File: config.mk
export PLATFORM = sky130hd
export DESIGN_NAME = fetch_unit
export DESIGN_NICKNAME = d
export VERILOG_FILES = /design/src/rtl/fetch_unit.sv
export SDC_FILE = /design/constraint.sdc
export NUM_CORES = 1
export LEC_CHECK = 0
export BUFFER_PORTS_ARGS = -buffer_cell sky130_fd_sc_hd__buf_2
export CORE_ASPECT_RATIO = 1.1
export CORE_MARGIN = 3
export CORE_UTILIZATION = 45
export CTS_CLUSTER_SIZE = 24
export DETAILED_ROUTE_END_ITERATION = 8
export PLACE_DENSITY_LB_ADDON = 0.1
export SYNTH_ARGS = -nofsm -noshare
export SYNTH_HDL_FRONTEND = slang
export SYNTH_SLANG_ARGS = --single-unit
export TNS_END_PERCENT = 10
File: constraint.sdc
create_clock -name clk -period 3.1 [get_ports clk]
set_clock_uncertainty 0.05 [all_clocks]
set_input_delay 0.465 -clock clk [delete_from_list [all_inputs] [get_ports clk]]
set_output_delay 0.465 -clock clk [all_outputs]
set_load 0.03 [all_outputs]
File: src/rtl/fetch_unit.sv
// -----------------------------------------------------------------------------
// fetch_unit
//   Instruction fetch stage that sits directly upstream of the 6502 decoder.
//   After reset it reads the reset vector at RESET_VECTOR and RESET_VECTOR+1 and
//   loads the PC from it. It then loops: it fetches an opcode and 0..2 operand
//   bytes, advances the PC, and presents one whole instruction to the decoder.
//   It holds the architectural PC.
//
// Ports
//   clk, reset          single clock; synchronous active-high reset
//   mem_addr, mem_rd    read request, decoded from state and PC (combinational)
//   mem_rdata           read data, valid exactly one cycle after mem_rd
//   pc_load, pc_load_val redirect request; honoured in OPC, B1, B2, B3 and OUT
//   inst_valid, inst_ready bundle handshake (see below)
//   inst_opcode, inst_op1, inst_op2, inst_len, inst_pc  registered bundle
//   pc_out              registered PC (address of the next byte to fetch)
//   dbg_state           current FSM state encoding, for checkers
//
// Handshake: the bundle is transferred on a cycle where inst_valid & inst_ready
//   are both high. While inst_valid is high the bundle stays stable until that
//   transfer, and inst_valid does not drop without a transfer except on a
//   redirect (pc_load) or reset. inst_valid depends only on registered state,
//   never on inst_ready.
// -----------------------------------------------------------------------------
module fetch_unit #(
  parameter int unsigned             ADDR_WIDTH   = 16,
  parameter int unsigned             DATA_WIDTH   = 8,
  parameter logic [ADDR_WIDTH-1:0]   RESET_VECTOR = 16'hFFFC
) (
  input  logic                  clk,
  input  logic                  reset,
  output logic [ADDR_WIDTH-1:0] mem_addr,
  output logic                  mem_rd,
  input  logic [DATA_WIDTH-1:0] mem_rdata,
  input  logic                  pc_load,
  input  logic [ADDR_WIDTH-1:0] pc_load_val,
  output logic                  inst_valid,
  input  logic                  inst_ready,
  output logic [DATA_WIDTH-1:0] inst_opcode,
  output logic [DATA_WIDTH-1:0] inst_op1,
  output logic [DATA_WIDTH-1:0] inst_op2,
  output logic [1:0]            inst_len,
  output logic [ADDR_WIDTH-1:0] inst_pc,
  output logic [ADDR_WIDTH-1:0] pc_out,
  output logic [2:0]            dbg_state
);

  typedef enum logic [2:0] {
    S_VLO  = 3'd0,
    S_VHI  = 3'd1,
    S_VSET = 3'd2,
    S_OPC  = 3'd3,
    S_B1   = 3'd4,
    S_B2   = 3'd5,
    S_B3   = 3'd6,
    S_OUT  = 3'd7
  } state_t;

  state_t                state_q;
  logic [ADDR_WIDTH-1:0] pc_q;
  logic [DATA_WIDTH-1:0] vec_lo_q;
  logic                  inst_valid_q;
  logic [DATA_WIDTH-1:0] inst_opcode_q;
  logic [DATA_WIDTH-1:0] inst_op1_q;
  logic [DATA_WIDTH-1:0] inst_op2_q;
  logic [1:0]            inst_len_q;
  logic [ADDR_WIDTH-1:0] inst_pc_q;

  logic [ADDR_WIDTH-1:0] pc_inc_d;
  logic [1:0]            op_len_d;
  logic                  redirect_d;

  // NMOS 6502 instruction length. Anything not listed (implied, accumulator
  // and every undocumented opcode) is a single byte.
  function automatic logic [1:0] op_len(input logic [7:0] opc);
    logic [1:0] len;
    len = 2'd1;
    case (opc)
      8'h01, 8'h05, 8'h06, 8'h09, 8'h10, 8'h11, 8'h15, 8'h16,
      8'h21, 8'h24, 8'h25, 8'h26, 8'h29, 8'h30, 8'h31, 8'h35, 8'h36,
      8'h41, 8'h45, 8'h46, 8'h49, 8'h50, 8'h51, 8'h55, 8'h56,
      8'h61, 8'h65, 8'h66, 8'h69, 8'h70, 8'h71, 8'h75, 8'h76,
      8'h81, 8'h84, 8'h85, 8'h86, 8'h90, 8'h91, 8'h94, 8'h95, 8'h96,
      8'hA0, 8'hA1, 8'hA2, 8'hA4, 8'hA5, 8'hA6, 8'hA9,
      8'hB0, 8'hB1, 8'hB4, 8'hB5, 8'hB6,
      8'hC0, 8'hC1, 8'hC4, 8'hC5, 8'hC6, 8'hC9,
      8'hD0, 8'hD1, 8'hD5, 8'hD6,
      8'hE0, 8'hE1, 8'hE4, 8'hE5, 8'hE6, 8'hE9,
      8'hF0, 8'hF1, 8'hF5, 8'hF6:
        len = 2'd2;
      8'h0D, 8'h0E, 8'h19, 8'h1D, 8'h1E,
      8'h20, 8'h2C, 8'h2D, 8'h2E, 8'h39, 8'h3D, 8'h3E,
      8'h4C, 8'h4D, 8'h4E, 8'h59, 8'h5D, 8'h5E,
      8'h6C, 8'h6D, 8'h6E, 8'h79, 8'h7D, 8'h7E,
      8'h8C, 8'h8D, 8'h8E, 8'h99, 8'h9D,
      8'hAC, 8'hAD, 8'hAE, 8'hB9, 8'hBC, 8'hBD, 8'hBE,
      8'hCC, 8'hCD, 8'hCE, 8'hD9, 8'hDD, 8'hDE,
      8'hEC, 8'hED, 8'hEE, 8'hF9, 8'hFD, 8'hFE:
        len = 2'd3;
      default: len = 2'd1;
    endcase
    return len;
  endfunction

  // PC wraps modulo 2^ADDR_WIDTH naturally through the fixed width.
  assign pc_inc_d   = pc_q + ADDR_WIDTH'(1);
  // In B1 the opcode is on mem_rdata this very cycle, so its length decides
  // whether the first operand read is issued now.
  assign op_len_d   = op_len(mem_rdata[7:0]);
  // Redirects only apply once the vector has been loaded.
  assign redirect_d = pc_load && (state_q inside {S_OPC, S_B1, S_B2, S_B3, S_OUT});

  // Read request decode. Address is forced to zero whenever no read is issued.
  always_comb begin
    mem_rd   = 1'b0;
    mem_addr = '0;
    if (!reset) begin
      case (state_q)
        S_VLO: begin
          mem_rd   = 1'b1;
          mem_addr = RESET_VECTOR;
        end
        S_VHI: begin
          mem_rd   = 1'b1;
          mem_addr = RESET_VECTOR + ADDR_WIDTH'(1);
        end
        S_OPC: begin
          mem_rd   = 1'b1;
          mem_addr = pc_q;
        end
        S_B1: begin
          if (op_len_d != 2'd1) begin
            mem_rd   = 1'b1;
            mem_addr = pc_q;
          end
        end
        S_B2: begin
          if (inst_len_q == 2'd3) begin
            mem_rd   = 1'b1;
            mem_addr = pc_q;
          end
        end
        default: begin
          mem_rd   = 1'b0;
          mem_addr = '0;
        end
      endcase
    end
  end

  always_ff @(posedge clk) begin
    if (reset) begin
      state_q       <= S_VLO;
      pc_q          <= '0;
      vec_lo_q      <= '0;
      inst_valid_q  <= 1'b0;
      inst_opcode_q <= '0;
      inst_op1_q    <= '0;
      inst_op2_q    <= '0;
      inst_len_q    <= '0;
      inst_pc_q     <= '0;
    end else begin
      case (state_q)
        S_VLO: state_q <= S_VHI;
        S_VHI: begin
          vec_lo_q <= mem_rdata;
          state_q  <= S_VSET;
        end
        S_VSET: begin
          pc_q    <= {mem_rdata, vec_lo_q};
          state_q <= S_OPC;
        end
        S_OPC: begin
          pc_q    <= pc_inc_d;
          state_q <= S_B1;
        end
        S_B1: begin
          // pc_q was already advanced past the opcode in OPC.
          inst_opcode_q <= mem_rdata;
          inst_op1_q    <= '0;
          inst_op2_q    <= '0;
          inst_len_q    <= op_len_d;
          inst_pc_q     <= pc_q - ADDR_WIDTH'(1);
          if (op_len_d == 2'd1) begin
            inst_valid_q <= 1'b1;
            state_q      <= S_OUT;
          end else begin
            pc_q    <= pc_inc_d;
            state_q <= S_B2;
          end
        end
        S_B2: begin
          inst_op1_q <= mem_rdata;
          if (inst_len_q == 2'd2) begin
            inst_valid_q <= 1'b1;
            state_q      <= S_OUT;
          end else begin
            pc_q    <= pc_inc_d;
            state_q <= S_B3;
          end
        end
        S_B3: begin
          inst_op2_q   <= mem_rdata;
          inst_valid_q <= 1'b1;
          state_q      <= S_OUT;
        end
        S_OUT: begin
          if (inst_ready) begin
            inst_valid_q <= 1'b0;
            state_q      <= S_OPC;
          end
        end
        default: state_q <= S_VLO;
      endcase
      // A redirect wins over whatever the state decided above: partial bytes
      // are dropped and fetching restarts at the new PC.
      if (redirect_d) begin
        pc_q         <= pc_load_val;
        inst_valid_q <= 1'b0;
        state_q      <= S_OPC;
      end
    end
  end

  assign inst_valid  = inst_valid_q;
  assign inst_opcode = inst_opcode_q;
  assign inst_op1    = inst_op1_q;
  assign inst_op2    = inst_op2_q;
  assign inst_len    = inst_len_q;
  assign inst_pc     = inst_pc_q;
  assign pc_out      = pc_q;
  assign dbg_state   = state_q;

endmodule

==> summary.md <==
| Metric | Value |
|---|---|
| Status | `finished with violations` |
| Failing checks | `setup timing` |
| Fin worst setup slack | `-50.8 ps` |
| Root buf cell | `clkbuf_8` |
| Max cap viols | `0` |
| Die X | `99.1 um` |
| Core ar. | `9050 um2` |
| DRT Pass-1 Iters | `4` |
| Final hold violations | `0` |
| Pwr dens | `471 nW/um2` |
| Max-slew headroom | `0.204` |
| Final Routed Wirelength | `12600 um` |
| Most common flop cell mapped by yosys | `dfxtp_1` |
| Synth area leader | `dfxtp_1` |
| GP Congestion | `0.845` |
| Clock Path Buffers | `2` |
| Sink Count | `70` |
| Worst-Margin Slew | `1190 ps` |
| CP required | `2580 ps` |
| Placed cell areas | `5130 um2` |
| Register area share after synthesis | `0.326` |
| Largest fanout on the critical path | `7` |
| Antenna violations before repair | `0` |
| Syn_nets | `572` |
| # rows | `36` |
| Synth-to-Final Area Change | `27.9%` |
| Yosys top cell area share | `0.326` |
| Final min period | `3150 ps` |
| Slew Viols, Final | `0` |
| Final HPWL DP | `9060 um` |
| CP Capture Type | `output pin` |
| Cell Int Power | `1.60 mW` |
| Initial drt markers | `149` |
| Sw frac | `0.381` |
| Placed Cells | `738` |
| Unrepaired setup endpoints after global routing | `yes` |
| Pwr Total | `2.59 mW` |
| Net switching power | `0.986 mW` |
| Tcrit/Tclk final | `1.02` |
| Share of layout cells above drive strength 1 | `0.340` |
| DRT antenna net count | `0` |
| Avg Cell Area, Syn | `7.98 um2` |
| Vias in the first global route | `4089` |
| DRC viols | `0` |
| CTS tree | `yes` |
| Combinational Power Share | `0.327` |
| Family with the most delay on the worst path | `simple AND/OR/NAND/NOR gates` |
| Max stage delay on crit path | `540 ps` |
| Initial Util | `0.474` |
| Grt total ovfl | `0` |
| Synth async-reset ratio | `0` |
| Num CTS Buffers | `9` |
| Clock share of power | `0.273` |
| Final antenna diode count | `0` |
| Sequential group share of total power | `0.400` |
| Cell Area, Synth | `4290 um2` |
| Post-route cell area | `5490 um2` |
| Crit path arrival time | `2640 ps` |
| Hold-fix buffers, CTS | `0` |
| Post-Synthesis Cells | `538` |
| Vias per cell | `5.58` |
| Most common cell in the netlist | `dfxtp_1` |
| Ranking of synthesized cells by area | `dfxtp_1, a211oi_1, nor2_1` |
| Critical path type | `primary input to output pin` |
| #FFs+latches synth | `70` |
| Synth top cells by count | `dfxtp_1, nor2_1, nand2_1` |
| Peak VDD IR | `0.302 mV` |
| Leak pwr | `2.26 nW` |
| Crit-path cells | `buf_8, inv_6, ha_4, nand2b_4, buf_6, nand4_1, o211ai_1, or4_4, o211ai_4, o21ai_4, a21oi_4, clkbuf_16, a21o_4, buf_6` |
| Final setup violation count | `15` |
| Worst-Skew Late Latency | `350 ps` |
| Final net count | `671` |
| Via Count | `4215` |
| HP Class | `primary input to register` |
| All-Layer GR Usage | `0.238` |
| Boundary Pins | `107` |
| Slowest CP cell | `or4_4` |
| Fin cells | `756` |
| Worst Path Buf+Inv | `5` |
| Ys Warns | `0` |
| Htree depth | `3` |
| Post-synthesis cell type count | `65` |
| Post-synth EDFFs | `0` |
| Global-route wire length before repair | `20600 um` |
| PortBufs | `106` |
| Die Ht | `108 um` |
| Pin count of the biggest net entering global routing | `43` |
| Most used cell, CP | `buf_6` |
| Routed len/inst | `16.7 um` |
| Startpoint types | `primary input` |
| Die Footprint | `10700 um2` |
| Max Clk Rate | `317 MHz` |
| Reg clk slew, reported paths | `80 ps` |
==> kinds of logic (layout without fill, tap and decap cells) <==
group,count (synthesis),count (layout),share of synthesized area
and+or+nand+nor,209,209,0.244
AOI/OAI and AO/OA,148,148,0.263
DFF,70,70,0.326
buffers and inverters,68,172,0.0708
xor gates and xnor gates,27,27,0.0551
muxes,10,10,0.0236
adders and majority gates,6,6,0.0175
==> registers in the layout, summed over array words and instances, names as in the netlist <==
signal and flops:
inst_valid 1, inst_pc 16, vec_lo_q 8, inst_opcode 8, dbg_state 3, inst_op2 8
inst_len 2, pc_out 16, inst_op1 8
==> final timing paths <==
check | start | to | slack, ps | cells past startpoint
worst max-delay path | mem_rdata[1] | mem_addr[12] | -50 | 14
worst min-delay path | pc_load_val[15] | pc_out[15] | 340 | 3
worst max register to register | dbg_state[1] | pc_out[0] | 630 | 6
worst min register to register | inst_op2[7] | inst_op2[7] | 400 | 2
==> layout by cell type, fill, tap and decap left out, drive strengths merged, types with 4 or more instances in the layout <==
master and n:
nor2 63, a211oi 43, mux2i 9, clkbuf 11, nand2b 6, nand4 4
xor2 13, a21o 15, buf 144, inv 14, xnor2 14, o21ai 12
ha 6, dfxtp 70, and3 7, nor4 4, nor2b 11, a21oi 48
nand3 25, a311oi 4, o31ai 4, a2111oi 4, nand2 55, nor3 20
==> power groups by stage <==
stage          Clock, mW  Combinational (mW)  Sequential, mW
6_report           0.707               0.845            1.03
5_1_grt            0.763               0.914            1.04
4_1_cts            0.722               0.840            1.03
3_5_place_dp           0               0.801            1.05
3_3_place_gp           0               0.790            1.05
2_1_floorplan          0               0.576            1.06
==> area by class of cell <==
cell class,instances,area (um2)
clock inverters,7,61.3
flip-flops and latches,70,1400
well taps,114,143
multi-input cells,400,2720
inverters,10,42.5
repair buffers,146,1000
fillers,818,3560
clock buffers,9,124
==> stage by stage <==
step           setup WS, ps  hold slack (ps)   util  setup TNS, ps
3_3_place_gp           -156              385  0.567          -2140
3_5_place_dp           -188              390  0.567          -2770
6_report              -50.8              345  0.606           -579
5_1_grt                -132              323  0.606          -1830
2_1_floorplan          -105              410      -           -969
4_1_cts                -107              326  0.603          -1250
==> tightest hold or removal path: stages <==
cell and delay [ps]:
buf_2 90, nand2_1 50, a311oi_1 70
==> routing by layer <==
layer	vias to the layer above	wire length [um]	track usage
li1	2095	-	-
met1	1958	5240	0.295
met2	143	6330	0.420
met3	19	816	0.0477
met4	0	242	0.0634
met5	-	0	0
==> what timing repair did <==
action                                  in CTS  in global routing
pin swaps                                   16                  3
cloned                                       1                  0
endpoints found under the setup margin      17                 17
gates resized for setup                     39                  9
setup buffers                                0                  1
No activity file was read; power rests on OpenSTA's default activity.
